--- src/rtl/flit_pkt_pkg.sv ---
// Shared flit packet definitions for the tx packetizer and rx counter.
// Widths, tx state encoding and header field offsets.
package flit_pkt_pkg;

   localparam int ADD_WIDTH_DEF  = 8;
   localparam int FLIT_WIDTH_DEF = 16;

   // Header layout: dest in the low field, length directly above it.
   localparam int DEST_LSB = 0;
   localparam int LEN_LSB  = DEST_LSB + ADD_WIDTH_DEF;

   typedef enum logic [1:0] {
      IDLE     = 2'd0,
      HEADER   = 2'd1,
      PAYLOAD  = 2'd2,
      CHECKSUM = 2'd3
   } tx_state_e;

   // Offset of the length field for a given address width.
   function automatic int len_lsb(input int add_width);
      return DEST_LSB + add_width;
   endfunction

endpackage

--- src/rtl/flit_packet_tx_if.sv ---
// Request / payload / flit handshake bundle of the packet transmitter.
// slave is the packetizer view, master is the surrounding logic.
interface flit_packet_tx_if
   import flit_pkt_pkg::*;
#(
   parameter int ADD_WIDTH  = ADD_WIDTH_DEF,
   parameter int FLIT_WIDTH = FLIT_WIDTH_DEF
);

   logic                  req_valid_i;
   logic                  req_ready_o;
   logic [ADD_WIDTH-1:0]  dest_i;
   logic [ADD_WIDTH-1:0]  length_i;
   logic                  data_valid_i;
   logic                  data_ready_o;
   logic [FLIT_WIDTH-1:0] data_i;
   logic                  flit_valid_o;
   logic                  flit_ready_i;
   logic [FLIT_WIDTH-1:0] flit_o;
   logic                  is_header_o;
   logic                  busy_o;

   modport slave (
      input  req_valid_i, dest_i, length_i,
      input  data_valid_i, data_i, flit_ready_i,
      output req_ready_o, data_ready_o,
      output flit_valid_o, flit_o, is_header_o, busy_o
   );

   modport master (
      output req_valid_i, dest_i, length_i,
      output data_valid_i, data_i, flit_ready_i,
      input  req_ready_o, data_ready_o,
      input  flit_valid_o, flit_o, is_header_o, busy_o
   );

endinterface

--- src/rtl/flit_tx_counter.sv ---
// Loadable down-counter tracking payload flits left in a packet.
// Saturates at zero; last flags count==1, zero flags count==0.
module flit_tx_counter
   import flit_pkt_pkg::*;
#(
   parameter int W = ADD_WIDTH_DEF
) (
   input  logic         clk,
   input  logic         reset,
   input  logic         load_i,
   input  logic         dec_i,
   input  logic [W-1:0] load_val_i,
   output logic         last_o,
   output logic         zero_o
);

   logic [W-1:0] count_q;
   logic [W-1:0] count_d;

   // Next count: load wins over decrement, never wraps below zero.
   always_comb begin
      count_d = count_q;
      if (load_i) begin
         count_d = load_val_i;
      end else if (dec_i && (count_q != '0)) begin
         count_d = count_q - 1'b1;
      end
   end

   // Count register.
   always_ff @(posedge clk) begin
      if (reset) begin
         count_q <= '0;
      end else begin
         count_q <= count_d;
      end
   end

   assign last_o = (count_q == W'(1));
   assign zero_o = (count_q == '0);

endmodule

--- src/rtl/flit_packet_tx.sv ---
// Injection-port packetizer: header flit then exactly length payload flits.
// Define FLIT_TX_CHECKSUM_EN to append an XOR checksum flit per packet.
module flit_packet_tx
   import flit_pkt_pkg::*;
#(
   parameter int ADD_WIDTH  = ADD_WIDTH_DEF,
   parameter int FLIT_WIDTH = FLIT_WIDTH_DEF
) (
   input logic             clk,
   input logic             reset,
   flit_packet_tx_if.slave bus
);

   localparam int LEN_OFS = len_lsb(ADD_WIDTH);

   if (FLIT_WIDTH < 2 * ADD_WIDTH) begin : g_width_check
      $error("flit_packet_tx: FLIT_WIDTH must be >= 2*ADD_WIDTH");
   end

`ifdef FLIT_TX_CHECKSUM_EN
   localparam tx_state_e DONE_ST = CHECKSUM;
`else
   localparam tx_state_e DONE_ST = IDLE;
`endif

   tx_state_e             state_q, state_d;
   logic [ADD_WIDTH-1:0]  dest_q, dest_d;
   logic [ADD_WIDTH-1:0]  len_q, len_d;
   logic [ADD_WIDTH-1:0]  len_field;
   logic [FLIT_WIDTH-1:0] hdr_flit;

   logic                  req_ready;
   logic                  data_ready;
   logic                  flit_valid;
   logic [FLIT_WIDTH-1:0] flit;
   logic                  is_header;
   logic                  hdr_xfer;
   logic                  pay_xfer;
   logic                  cnt_load;
   logic                  cnt_last;
   logic                  cnt_zero;

`ifdef FLIT_TX_CHECKSUM_EN
   logic [FLIT_WIDTH-1:0] csum_q, csum_d;

   // The advertised count also covers the trailing checksum flit.
   assign len_field = len_q + 1'b1;
`else
   assign len_field = len_q;
`endif

   // Header flit: zero pad, length field, destination field.
   always_comb begin
      hdr_flit = '0;
      hdr_flit[DEST_LSB +: ADD_WIDTH] = dest_q;
      hdr_flit[LEN_OFS +: ADD_WIDTH]  = len_field;
   end

   assign cnt_load = hdr_xfer & (len_q != '0);

   flit_tx_counter #(
      .W          (ADD_WIDTH)
   ) u_cnt (
      .clk        (clk),
      .reset      (reset),
      .load_i     (cnt_load),
      .dec_i      (pay_xfer),
      .load_val_i (len_q),
      .last_o     (cnt_last),
      .zero_o     (cnt_zero)
   );

   // Next state, request capture and handshake outputs.
   always_comb begin
      state_d    = state_q;
      dest_d     = dest_q;
      len_d      = len_q;
      req_ready  = 1'b0;
      data_ready = 1'b0;
      flit_valid = 1'b0;
      flit       = '0;
      is_header  = 1'b0;
      hdr_xfer   = 1'b0;
      pay_xfer   = 1'b0;
      unique case (state_q)
         IDLE: begin
            req_ready = 1'b1;
            if (bus.req_valid_i) begin
               dest_d  = bus.dest_i;
               len_d   = bus.length_i;
               state_d = HEADER;
            end
         end
         HEADER: begin
            flit_valid = 1'b1;
            is_header  = 1'b1;
            flit       = hdr_flit;
            if (bus.flit_ready_i) begin
               hdr_xfer = 1'b1;
               if (len_q == '0) begin
                  state_d = DONE_ST;
               end else begin
                  state_d = PAYLOAD;
               end
            end
         end
         PAYLOAD: begin
            flit_valid = bus.data_valid_i;
            data_ready = bus.flit_ready_i;
            flit       = bus.data_i;
            // An empty counter here means the packet already closed.
            if (cnt_zero) begin
               state_d = IDLE;
            end else if (bus.data_valid_i && bus.flit_ready_i) begin
               pay_xfer = 1'b1;
               if (cnt_last) begin
                  state_d = DONE_ST;
               end
            end
         end
`ifdef FLIT_TX_CHECKSUM_EN
         CHECKSUM: begin
            flit_valid = 1'b1;
            flit       = csum_q;
            if (bus.flit_ready_i) begin
               state_d = IDLE;
            end
         end
`endif
         default: begin
            state_d = IDLE;
         end
      endcase
   end

   // State and captured request registers.
   always_ff @(posedge clk) begin
      if (reset) begin
         state_q <= IDLE;
         dest_q  <= '0;
         len_q   <= '0;
      end else begin
         state_q <= state_d;
         dest_q  <= dest_d;
         len_q   <= len_d;
      end
   end

`ifdef FLIT_TX_CHECKSUM_EN
   // XOR of payload flits, restarted when the header leaves.
   always_comb begin
      csum_d = csum_q;
      if (hdr_xfer) begin
         csum_d = '0;
      end else if (pay_xfer) begin
         csum_d = csum_q ^ bus.data_i;
      end
   end

   // Checksum accumulator register.
   always_ff @(posedge clk) begin
      if (reset) begin
         csum_q <= '0;
      end else begin
         csum_q <= csum_d;
      end
   end
`endif

   assign bus.req_ready_o  = req_ready & ~reset;
   assign bus.data_ready_o = data_ready & ~reset;
   assign bus.flit_valid_o = flit_valid & ~reset;
   assign bus.is_header_o  = is_header & ~reset;
   assign bus.flit_o       = reset ? '0 : flit;
   assign bus.busy_o       = (state_q != IDLE) & ~reset;

endmodule

--- src/flat_wrapper.sv ---
// flat-port wrapper written by rule: the top's interface ports become plain ports
module flit_packet_tx_flat import flit_pkt_pkg::*;
#(
   parameter int ADD_WIDTH  = ADD_WIDTH_DEF,
   parameter int FLIT_WIDTH = FLIT_WIDTH_DEF
)
  (clk, reset, bus_req_valid_i, bus_dest_i, bus_length_i, bus_data_valid_i, bus_data_i, bus_flit_ready_i, bus_req_ready_o, bus_data_ready_o, bus_flit_valid_o, bus_flit_o, bus_is_header_o, bus_busy_o);
  flit_packet_tx_if #(.ADD_WIDTH(ADD_WIDTH), .FLIT_WIDTH(FLIT_WIDTH)) bus_i ();
  input logic clk;
  input logic reset;
  input wire logic [$bits(bus_i.req_valid_i)-1:0] bus_req_valid_i;
  input wire logic [$bits(bus_i.dest_i)-1:0] bus_dest_i;
  input wire logic [$bits(bus_i.length_i)-1:0] bus_length_i;
  input wire logic [$bits(bus_i.data_valid_i)-1:0] bus_data_valid_i;
  input wire logic [$bits(bus_i.data_i)-1:0] bus_data_i;
  input wire logic [$bits(bus_i.flit_ready_i)-1:0] bus_flit_ready_i;
  output wire logic [$bits(bus_i.req_ready_o)-1:0] bus_req_ready_o;
  output wire logic [$bits(bus_i.data_ready_o)-1:0] bus_data_ready_o;
  output wire logic [$bits(bus_i.flit_valid_o)-1:0] bus_flit_valid_o;
  output wire logic [$bits(bus_i.flit_o)-1:0] bus_flit_o;
  output wire logic [$bits(bus_i.is_header_o)-1:0] bus_is_header_o;
  output wire logic [$bits(bus_i.busy_o)-1:0] bus_busy_o;
  assign bus_i.req_valid_i = bus_req_valid_i;
  assign bus_i.dest_i = bus_dest_i;
  assign bus_i.length_i = bus_length_i;
  assign bus_i.data_valid_i = bus_data_valid_i;
  assign bus_i.data_i = bus_data_i;
  assign bus_i.flit_ready_i = bus_flit_ready_i;
  assign bus_req_ready_o = bus_i.req_ready_o;
  assign bus_data_ready_o = bus_i.data_ready_o;
  assign bus_flit_valid_o = bus_i.flit_valid_o;
  assign bus_flit_o = bus_i.flit_o;
  assign bus_is_header_o = bus_i.is_header_o;
  assign bus_busy_o = bus_i.busy_o;
  flit_packet_tx #(.ADD_WIDTH(ADD_WIDTH), .FLIT_WIDTH(FLIT_WIDTH)) u_core (.clk(clk), .reset(reset), .bus(bus_i));
endmodule
--- config.mk ---
export PLATFORM = sky130hd
export DESIGN_NAME = flit_packet_tx_flat
export DESIGN_NICKNAME = d
export VERILOG_FILES = /design/src/rtl/flit_pkt_pkg.sv /design/src/rtl/flit_packet_tx_if.sv /design/src/rtl/flit_tx_counter.sv /design/src/rtl/flit_packet_tx.sv /design/src/flat_wrapper.sv
export SDC_FILE = /design/constraint.sdc
export NUM_CORES = 1
export LEC_CHECK = 0
export BUFFER_PORTS_ARGS = -buffer_cell sky130_fd_sc_hd__buf_2
export CAP_MARGIN = 20
export CORE_AREA = 2 2 43 85
export DETAILED_ROUTE_END_ITERATION = 16
export DIE_AREA = 0 0 45 87
export PLACE_DENSITY = 0.76
export SETUP_SLACK_MARGIN = 0.1
export SYNTH_ARGS = -nofsm -noshare
export SYNTH_HDL_FRONTEND = slang
export SYNTH_SLANG_ARGS = --single-unit
export TNS_END_PERCENT = 50
--- constraint.sdc ---
create_clock -name clk -period 2.2 [get_ports clk]
set_input_delay 0.33 -clock clk [delete_from_list [all_inputs] [get_ports clk]]
set_output_delay 0.33 -clock clk [all_outputs]
set_load 0.05 [all_outputs]
* After elaboration in Yosys (flattened, before gate mapping)
Cells that the tools add are included.
** Operators by class
- Add/subtract/negate cells :: 1
- Multipliers :: 0
- Div/mod/pow operators :: 0
- Order comparisons :: 0
- Equality and inequality tests :: 7
- Shifts and indexed selects :: 0
- Multiplexer cells :: 20
- Bitwise operators :: 7
- Reductions and logical operators :: 11
** Operators by type and width (count)
- 16-bit case mux with 2 select lines :: 1
- 8-bit zero test :: 2
- 16-bit two-way mux :: 1
- 8-bit two-way mux :: 2
- 8-bit nonzero test :: 2
- 2-bit two-way mux :: 6
- 8-bit by 1-bit equality test with 1-bit output, second input constant :: 1
- 1-bit two-way mux :: 8
- 8-bit by 1-bit subtractor with 8-bit output, second input constant :: 1
- 1-bit AND :: 6
- 3-bit by 1-bit inequality test with 1-bit output, second input constant :: 2
- 2-bit case mux with 3 select lines :: 1
- 2-bit inequality test, second input constant :: 2
- 4-bit AND reduction :: 1
- 2-bit nonzero test :: 2
- 2-bit by 1-bit equality test with 1-bit output, second input constant :: 1
- 2-bit equality test, second input constant :: 1
- 1-bit logical AND :: 2
- 2-bit zero test :: 1
- 1-bit case mux with 2 select lines :: 1
- 2-bit AND reduction :: 1
- 1-bit NOT :: 1
** Storage, ports and cells
- Bits in registers :: 26
- Bits in latches :: 0
- RAM bits :: 0
- Memory bits (read-only) :: 0
- Input bits :: 37
- Memories :: 0

* Longest topological paths before layout
Gate-level depths: netlist of the first run.
- Word-level depth :: 7
- Gate-level depth with buffers :: 7

* Modules after synthesis
Synthesis of the first run repeated with hierarchy kept, for this count alone.
** Unflattened totals
- Cell total of the unflattened synthesis :: 206
- Area, all modules :: 1564.0 µm²
** Modules (own cells, without submodules)
- flit_packet_tx :: times used 1, cells each 144, area each 1039.7 µm², sequential area each 360.3 µm²
- flit_tx_counter :: times used 1, cells each 62, area each 524.3 µm², sequential area each 160.2 µm²

* Worst setup path before layout of the first run
No wires, ideal clock.
- Path kind :: flip-flop to output port
- Start point :: register u_core.state_q[0]
- End point :: output bus_flit_o[10]
- Arrival time :: 2009 ps
- Setup slack :: -139 ps
- Cell stages (with the launch flop) :: 7
- Path buffers :: 2
- Cells stage by stage :: dfxtp_1 inv_1 ha_1 clkbuf_1 buf_1 nand2_1 a21oi_1
** Between the ends
- Cells in the longest elaborated chain, start to end :: 3
- Elaborated cells on any way between the ends :: 4
- Classes of those cells :: eq/ne: 2; mux: 2
** Ends and longest elaborated chain
- start, declared :: RTL line flit_packet_tx.sv:26 : tx_state_e state_q, state_d;
- start signal, assigned :: RTL line flit_packet_tx.sv:143 : state_q <= state_d;
- 2-bit equality test / 2-bit by 1-bit equality test with 1-bit output (equally long branches) :: RTL line flit_packet_tx.sv:85 : unique case (state_q)
- 16-bit case mux with 2 select lines (*) :: RTL line flit_packet_tx.sv:85
- 16-bit two-way mux (*) :: RTL line flit_packet_tx.sv:174 : assign bus.flit_o = reset ? '0 : flit;
- end, declared :: RTL line flat_wrapper.sv:20 : output wire logic [$bits(bus_i.flit_o)-1:0] bus_flit_o;
Every way passes the cells marked *; elsewhere a longest branch is shown, timed or not.

* Worst setup path after layout of the first run
- Start point :: register u_core.u_cnt.count_q[0]
- End point :: register u_core.u_cnt.count_q[2]
** Between the ends
- Cells in the longest elaborated chain, start to end :: 5
- Elaborated cells on any way between the ends :: 9
- Classes of those cells :: add/sub: 1; mux: 4; reduce/logical: 4
** Ends and longest elaborated chain
- start, declared :: RTL line flit_tx_counter.sv:17 : logic [W-1:0] count_q;
- start signal, assigned :: RTL line flit_tx_counter.sv:35 : count_q <= count_d;
- branches (longest 5 deep; another with 8-bit by 1-bit subtractor with 8-bit output)
Several ways; the timed one is not identified. The select of a mux whose other input is x is not followed.
A chain may end at the register's enable or synchronous reset.

==> run metrics, run 1 <==
Via Count=approximately 1700; unrepaired setup endpoints after global routing=yes; Hold Path Depth=3; detailed-route DRC error count=0; RR Startpoint=u_core.u_cnt.count_q[0]; Tot Pwr=1560 uW; DRT Pass-1 Iters=4; number of hold buffers added after CTS=0; I/O Pins=58; Tmin final=1.99 ns; Post-synth EDFFs=0; main area contributors after synthesis=dfxtp_1, nand2_1, a22oi_1; initial core utilization=0.458; Mapped Nets=252; dominant cell type by area after synthesis=dfxtp_1; Setup Skew=0.00630 ns; first-pass GRT wire length=about 6.8 mm; Via density=between 5 and 6; crit end category=flip-flop; MaxCap Viol Count=0; crit path cell chain=inv_1, ha_1, nor3b_1, a21oi_1, buf_4, a31oi_1, a211oi_1; most frequent cells in the layout=buf_2, nand2_1, dfxtp_1; status=finished clean; yosys warns=0; number of buffers created by CTS=3; slew margin rel.=0.615; Die W=45 um; Tcrit/Tclk final=0.905; Net count, final=slightly above 300; detailed-route wire length=4.10 mm; share of layout cells above drive strength 1=0.290; # diodes=0; Worst Path Buf+Inv=2; Post-synth ARST share=0; DP Worst Slack=around 0.3 ns; sink count of the clock tree=26; initial DRC count=53; Final HPWL DP=2.93 mm; die height=87 um; Worst Hold Class=in2reg; Reg power frac=0.370; total gr overflow=0; count of input and output buffers=57; internal power consumption=a little under 1000 uW; Hold Slack=0.286 ns; Post-DP Area=0.00185 mm^2; Final Hold Fails=0; combinational share of power=0.375; Clk pwr share=0.255; commonest non-fill, non-tap cell in the layout=buf_2; Crit path max-delay family=compound AO/OA/AOI/OAI gates; clk buf depth=2; Worst Max-Slew Pin Slew=0.578 ns; Die ar.=a little under 0.004 mm^2; Max Fclk=~500 MHz; register bit total from synthesis=26; largest net degree at the start of global routing=33; GRT Total Usage=0.221; Post-Syn Area=between 0.0015 and 0.002 mm^2; Final Slew Violations=0; Synth cell types=38; Critical Path Source=u_core.u_cnt.count_q[0]; Synth-to-Final Area Change=27.4%; Design Area, Final=0.00193 mm^2; worst-path maximum fanout=7; Startpoint Class=flip-flop; Pwr Density=slightly above 800 mW/mm^2; vias in the first global route=1647; fin worst setup slack=between 0.2 and 0.25 ns; Syn Inst Count=208; Worst Hold Launch=bus_dest_i[2]; kind of critical path=reg2reg; H-tree Lvls=1; Fillers=317; CTS tree=built; worst path arrival time=about 2.2 ns; ANT nets after route=0; critical path's slowest cell=dfxtp_1; count of final setup violators=0; CP required=2.37 ns; core footprint=0.00330 mm^2; share of the synthesized area in the top cell type=0.344; NetSw=589 uW; Inst Count DP=290; Post-synth top flop=dfxtp_1; area of the multi-input gates=938 um^2; Max stage delay on crit path=0.48 ns; sequential cell area=about 520 um^2; clk_lat worst skew=0.27 ns; Site Rows=30; VDD IR max=734 uV; RD Place Congestion=0.923; register area share after synthesis=0.344; Synth Area per Inst=7.28 um^2; CP Depth=7; Clk pin slew, worst setup/hold paths=~0.090 ns; P_leak=0.000824 uW; Root Driver=clkbuf_8; initial antenna violation count=0; FF-to-FF path depth=7; switch share=0.378; Avg WL per Cell=13.9 um; final cell count without fillers=294
[synth_stat cells, drive strengths merged, types with 2 or more instances]
| cell | number |
|---|---|
| nand2 | 42 |
| dfxtp | 26 |
| nor2 | 24 |
| a21oi | 22 |
| a22oi | 15 |
| clkbuf | 11 |
| ha | 7 |
| inv | 7 |
| nand3 | 7 |
| a31oi | 6 |
| or4 | 5 |
| a211oi | 3 |
| nor3b | 3 |
| o211ai | 3 |
| o21ai | 3 |
| buf | 2 |
| nor3 | 2 |
| nor4 | 2 |
| or3 | 2 |
[final timing paths]
check	to	slack, ns
max	u_core.u_cnt.count_q[2]	0.21
min reg2reg	u_core.dest_q[4]	0.46
min	u_core.dest_q[2]	0.29
max reg2reg	u_core.u_cnt.count_q[2]	0.21
[power by group through the flow]
stage,combinational [uW],sequential (uW),clock (uW)
after floorplan,437,570,0
after global placement,567,581,0
after detailed placement,577,586,0
after CTS,581,575,401
after global routing,646,583,420
final,585,576,398
[kinds of logic (layout without fill, tap and decap cells)]
logic type                 count (synthesis)  count (layout)  share of synthesized area
DFF                                       26              26                      0.344
xor gates and xnor gates                   2               2                     0.0116
AOI/OAI and AO/OA                         60              60                      0.255
and+or+nand+nor                           93              93                      0.282
adders and majority gates                  7               7                     0.0578
buffers and inverters                     20              74                     0.0496
[per-layer routing]
metal	GRT usage	wire length, um	vias up
met5	0	0	-
met2	0.403	2120	75
met4	0.0722	63	0
li1	-	-	847
met3	0.0270	295	10
met1	0.253	1620	808
[what timing repair did]
action,in CTS,in global routing
setup endpoints to repair,0,5
gates resized for setup,0,2
hold endpoints to repair,0,0
buffers inserted,0,0
[sequential cells by signal, indices dropped and copies added, names as in the netlist]
register	flops
u_core.dest_q	8
u_core.len_field	8
u_core.u_cnt.count_q	8
u_core.state_q	2
[final cells by class]
class	instances	area share
repair buffers	63	0.173
well taps	32	0.0208
inverters	7	0.0136
flip-flops and latches	26	0.270
clock buffers	3	0.0214
multi-input cells	162	0.486
clock inverters	1	0.0156
[through the flow]
stage	util	TNS (ns)
2_1_floorplan	-	-0.203
3_3_place_gp	0.561	0
3_5_place_dp	0.561	0
4_1_cts	0.582	0
5_1_grt	0.584	0
6_report	0.584	0
[worst register-to-register path: cells and delay by family (launching register included)]
| kind | cells | cell delay [ns] |
|---|---|---|
| compound gates | 3 | 0.72 |
| fa+ha+maj | 1 | 0.22 |
| flops | 1 | 0.48 |
| simple gates | 1 | 0.15 |
| buf+inv | 2 | 0.33 |
Power figures use the tool's default switching activity.
==> inputs of run 2 (changes only) <==
CORE_AREA = 2 2 42 83   (was 2 2 43 85)
CTS_BUF_LIST = sky130_fd_sc_hd__clkbuf_8   (was unset)
DIE_AREA = 0 0 44 85   (was 0 0 45 87)
PLACE_DENSITY = 0.79   (was 0.76)
==> run metrics, run 2 (synthesis results as in run 1) <==
status=finished clean (unchanged); Final HPWL DP=3.20 mm (was 2.93 mm); Worst Hold Class=in2reg (unchanged); Max stage delay on crit path=0.35 ns (was 0.48 ns); most frequent cells in the layout=buf_2, nand2_1, dfxtp_1 (unchanged); clk buf depth=2 (unchanged); Max Fclk=499 MHz (was 502 MHz); unrepaired setup endpoints after global routing=no (was yes); Worst Max-Slew Pin Slew=0.592 ns (was 0.578 ns); Via Count=1721 (was 1740); kind of critical path=reg2out (was reg2reg); P_leak=0.000818 uW (was 0.000824 uW); clk_lat worst skew=0.27 ns (about the same); MaxCap Viol Count=0 (unchanged); worst-path maximum fanout=13 (was 7); CTS tree=built (unchanged); Tot Pwr=1470 uW (was 1560 uW); Critical Path Source=u_core.state_q[0] (was u_core.u_cnt.count_q[0]); VDD IR max=561 uV (was 734 uV); core footprint=0.00312 mm^2 (was 0.00330 mm^2); I/O Pins=58 (unchanged); Pwr Density=745 mW/mm^2 (was 808 mW/mm^2); Worst Path Buf+Inv=3 (was 2); detailed-route wire length=4.33 mm (was 4.10 mm); largest net degree at the start of global routing=33 (unchanged); sink count of the clock tree=26 (unchanged); initial DRC count=38 (was 53); fin worst setup slack=0.196 ns (was 0.209 ns); die height=85 um (was 87 um); Clk pin slew, worst setup/hold paths=0.09 ns (about the same); Tmin final=2.00 ns (was 1.99 ns); Die ar.=0.00374 mm^2 (was 0.00392 mm^2); share of layout cells above drive strength 1=0.304 (was 0.290); worst path arrival time=1.67 ns (was 2.16 ns); Die W=44 um (was 45 um); Startpoint Class=flip-flop (unchanged); Synth-to-Final Area Change=30.6% (was 27.4%); count of final setup violators=0 (unchanged); count of input and output buffers=57 (unchanged); Root Driver=clkbuf_8 (unchanged); Site Rows=29 (was 30); DP Worst Slack=0.282 ns (was 0.306 ns); initial antenna violation count=0 (unchanged); DRT Pass-1 Iters=4 (unchanged); RD Place Congestion=0.959 (was 0.923); crit path cell chain=inv_1, ha_1, nand2b_1, buf_6, nor2_2, clkbuf_4 (was inv_1, ha_1, nor3b_1, a21oi_1, buf_4, a31oi_1, a211oi_1); Tcrit/Tclk final=0.911 (was 0.905); Final Slew Violations=0 (unchanged); # diodes=0 (unchanged); H-tree Lvls=1 (unchanged); critical path's slowest cell=dfxtp_2 (was dfxtp_1); Net count, final=309 (was 307); crit end category=primary output (was flip-flop); GRT Total Usage=0.242 (was 0.221); commonest non-fill, non-tap cell in the layout=buf_2 (unchanged); Setup TNS=0 ns (unchanged); Avg WL per Cell=14.7 um (was 13.9 um); first-pass GRT wire length=7.04 mm (was 6.80 mm); ANT nets after route=0 (unchanged); detailed-route DRC error count=0 (unchanged); RR Startpoint=u_core.u_cnt.count_q[2] (was u_core.u_cnt.count_q[0]); Final Hold Fails=0 (unchanged); Setup Skew=0.00254 ns (was 0.00630 ns); Via density=5.85 (was 5.92); number of buffers created by CTS=3 (unchanged); initial core utilization=0.485 (was 0.458); CP required=1.87 ns (was 2.37 ns); Worst Hold Launch=bus_length_i[0] (was bus_dest_i[2]); Crit path max-delay family=buffers and inverters (was compound AO/OA/AOI/OAI gates); total gr overflow=0 (unchanged); vias in the first global route=1599 (was 1647); slew margin rel.=0.604 (was 0.615)
## run 2: cell types whose count changed in the layout (fill, tap and decap cells not counted)
| cell | previous run | this run |
|---|---|---|
| buf_2 | 56 | 44 |
| clkbuf_4 | 1 | 9 |
| buf_4 | 6 | 9 |
| buf_6 | 0 | 2 |
| dfxtp_1 | 26 | 24 |
| dfxtp_2 | 0 | 2 |
| ha_1 | 7 | 5 |
| buf_12 | 0 | 1 |
| bufinv_16 | 1 | 0 |
| ha_2 | 0 | 1 |
| ha_4 | 0 | 1 |
| o21ai_1 | 0 | 1 |
| o21ai_2 | 1 | 0 |
## run 2: layout make-up
type	instances	area, um^2
repair buffers	65	398
clock buffers	3	41.3
flip-flops and latches	26	523
inverters	7	26.3
well taps	31	38.8
multi-input cells	162	950
fillers	313	1140
## run 2: power breakdown
part           internal (uW)  switching, uW
clock network            123            144
logic                    232            397
registers                527           50.8
## run 2: metal layers
| metal | track usage | wire (um) | vias to the layer above |
|---|---|---|---|
| li1 | - | - | 851 |
| met1 | 0.278 | 1620 | 797 |
| met2 | 0.416 | 2380 | 53 |
| met3 | 0.0191 | 122 | 20 |
| met4 | 0.140 | 204 | 0 |
| met5 | 0 | 0 | - |
## run 2: path summary, 6_finish.rpt
kind,endpoint,slack [ns],cells past startpoint
worst max-delay path,bus_flit_o[8],0.20,6
worst min-delay path,u_core.len_field[0],0.29,3
worst max register to register,u_core.state_q[0],0.26,4
worst min register to register,u_core.dest_q[7],0.46,2
## run 2: timing repair
item | in CTS | in global routing
gates cloned | 0 | 0
pin swaps | 0 | 0
gates resized for setup | 1 | 23
setup endpoints to repair | 11 | 13
buffers inserted | 0 | 0
hold buffers | 0 | 0
## run 2: metrics by stage
stage | hold WS (ns) | util | area, um^2 | instances
3_3_place_gp | 0.444 | 0.602 | 1880 | 291
3_5_place_dp | 0.451 | 0.602 | 1880 | 291
5_1_grt | 0.305 | 0.634 | 1980 | 294
2_1_floorplan | 0.437 | - | 1530 | 208
6_report | 0.289 | 0.634 | 1980 | 294
4_1_cts | 0.287 | 0.616 | 1920 | 294
## run 2: worst register-to-register path, stage by stage (launching register included)
cell and delay (ns):
dfxtp_1 0.38, or4_4 0.56, o41a_1 0.42, or3b_1 0.39, a21oi_1 0.12
==> inputs of run 3 (changes only) <==
==> constraint.sdc (replaced) <==
create_clock -name clk -period 2.2 [get_ports clk]
set_input_delay 0.22 -clock clk [delete_from_list [all_inputs] [get_ports clk]]
set_output_delay 0.22 -clock clk [all_outputs]
set_load 0.05 [all_outputs]
==> run metrics, run 3 (synthesis results as in run 1) <==
DRT Pass-1 Iters=5 (was 4); most frequent cells in the layout=buf_2, nand2_1, dfxtp_1 (unchanged); GRT Total Usage=0.250 (was 0.242); Startpoint Class=flip-flop (unchanged); area of the multi-input gates=935 um^2 (was 950 um^2); # diodes=0 (unchanged); Worst Max-Slew Pin Slew=0.597 ns (was 0.592 ns); Worst Hold Launch=bus_dest_i[7] (was bus_length_i[0]); Final Slew Violations=0 (unchanged); Clk pin slew, worst setup/hold paths=0.09 ns (about the same); Final HPWL DP=3.44 mm (was 3.20 mm); CTS tree=built (unchanged); Via Count=1755 (was 1721); Post-DP Area=0.00190 mm^2 (was 0.00188 mm^2); setup bufs post-CTS=0 (unchanged); Design Area, Final=0.00197 mm^2 (was 0.00198 mm^2); slew margin rel.=0.602 (was 0.604); P_leak=0.000852 uW (was 0.000818 uW); Tcrit/Tclk final=0.902 (was 0.911); Hold Slack=0.174 ns (was 0.289 ns); Via density=5.87 (was 5.85); Tmin final=1.98 ns (was 2.00 ns); Root Driver=clkbuf_8 (unchanged); worst-path maximum fanout=13 (unchanged); total gr overflow=0 (unchanged); CP required=1.98 ns (was 1.87 ns); reg-to-reg slack, setup=0.24 ns (was 0.26 ns); Fillers=291 (was 313); MaxCap Viol Count=0 (unchanged); sink count of the clock tree=26 (unchanged); worst min-delay path endpoint=u_core.dest_q[7] (was u_core.len_field[0]); core footprint=0.00312 mm^2 (unchanged); Setup Skew=0.00557 ns (was 0.00254 ns); Avg WL per Cell=15.3 um (was 14.7 um); Inst Count DP=295 (was 291); Worst Hold Class=in2reg (unchanged); Max Fclk=504 MHz (was 499 MHz); first-pass GRT wire length=7.36 mm (was 7.04 mm); unrepaired setup endpoints after global routing=yes (was no); H-tree Lvls=1 (unchanged); Hold Path Depth=3 (unchanged); RD Place Congestion=0.916 (was 0.959); I/O Pins=58 (unchanged); Synth-to-Final Area Change=30.1% (was 30.6%); count of final setup violators=0 (unchanged); Setup TNS=0 ns (unchanged); kind of critical path=reg2out (unchanged); die height=85 um (unchanged); clk_lat worst skew=0.27 ns (about the same); commonest non-fill, non-tap cell in the layout=buf_2 (unchanged); initial DRC count=62 (was 38); Site Rows=29 (unchanged); clk buf depth=2 (unchanged); count of input and output buffers=57 (unchanged); final cell count without fillers=299 (was 294); Net count, final=313 (was 309); number of buffers created by CTS=3 (unchanged); vias in the first global route=1717 (was 1599); Die ar.=0.00374 mm^2 (unchanged); crit end category=primary output (unchanged); Tot Pwr=1600 uW (was 1470 uW); sequential cell area=520 um^2 (was 523 um^2); share of layout cells above drive strength 1=0.302 (was 0.304); status=finished clean (unchanged); worst r2r dst=u_core.state_q[0] (unchanged); largest net degree at the start of global routing=33 (unchanged); Die W=44 um (unchanged); detailed-route DRC error count=0 (unchanged); initial core utilization=0.485 (unchanged); ANT nets after route=0 (unchanged); initial antenna violation count=0 (unchanged); RR Startpoint=u_core.u_cnt.count_q[2] (unchanged); Pwr Density=811 mW/mm^2 (was 745 mW/mm^2); worst path arrival time=1.76 ns (was 1.67 ns); Final Hold Fails=0 (unchanged); detailed-route wire length=4.57 mm (was 4.33 mm); VDD IR max=629 uV (was 561 uV); FF-to-FF path depth=4 (unchanged)
-- run 3: cell types whose count changed in the layout (fill, tap and decap cells not counted) --
| cell | delta |
|---|---|
| ha_1 | +2 |
| ha_4 | -1 |
| buf_6 | -2 |
| ha_2 | -1 |
| bufinv_16 | +1 |
| buf_12 | -1 |
| clkbuf_4 | -8 |
| dfxtp_2 | -2 |
| buf_2 | +12 |
| buf_4 | +3 |
| dfxtp_1 | +2 |
-- run 3: worst max-delay path by stage --
stage                            startpoint                end  slack, ns  cells after the start
floorplan                 u_core.state_q[1]      bus_flit_o[9]       0.07                      6
global placement    u_core.u_cnt.count_q[2]  u_core.state_q[0]       0.31                      4
detailed placement  u_core.u_cnt.count_q[2]  u_core.state_q[0]       0.28                      4
CTS                       u_core.state_q[1]      bus_flit_o[7]       0.20                      6
global route              u_core.state_q[1]      bus_flit_o[4]       0.09                      6
finish                    u_core.state_q[1]     bus_flit_o[12]       0.22                      6
-- run 3: layout make-up --
type,count,area share
Clock buffer,3,0.0210
Clock inverter,1,0.0152
Tap cell,31,0.0197
Sequential cell,26,0.264
Multi-Input combinational cell,162,0.475
Timing Repair Buffer,69,0.192
Inverter,7,0.0133
-- run 3: through the flow --
stage / util / setup slack, ns
finish: 0.631 / 0.216
floorplan: - / 0.0703
CTS: 0.630 / 0.201
detailed placement: 0.607 / 0.280
global placement: 0.607 / 0.312
global route: 0.631 / 0.0949
-- run 3: critical path, stage by stage (launching register included) --
cell      delay (ns)
dfxtp_1         0.39
inv_1           0.10
ha_1            0.28
nand2b_1        0.11
buf_4           0.23
nor2_2          0.12
buf_2           0.26
-- run 3: what timing repair did --
item	in CTS	in global routing
endpoints found under the setup margin	0	2
hold buffers	0	0
gates resized for setup	0	1
-- run 3: routing by layer --
| metal | track usage | wire length (um) |
|---|---|---|
| met1 | 0.252 | 1680 |
| met2 | 0.471 | 2640 |
| met3 | 0.0298 | 134 |
| met4 | 0.121 | 108 |
| met5 | 0 | 0 |
-- run 3: report_power, final --
part | switching, uW | total (uW) | internal, uW | leakage (uW)
Sequential | 50.4 | 576 | 525 | 0.000213
Combinational | 401 | 625 | 224 | 0.000604
Clock | 154 | 397 | 243 | 0.0000357
Total | 605 | 1600 | 992 | 0.000852
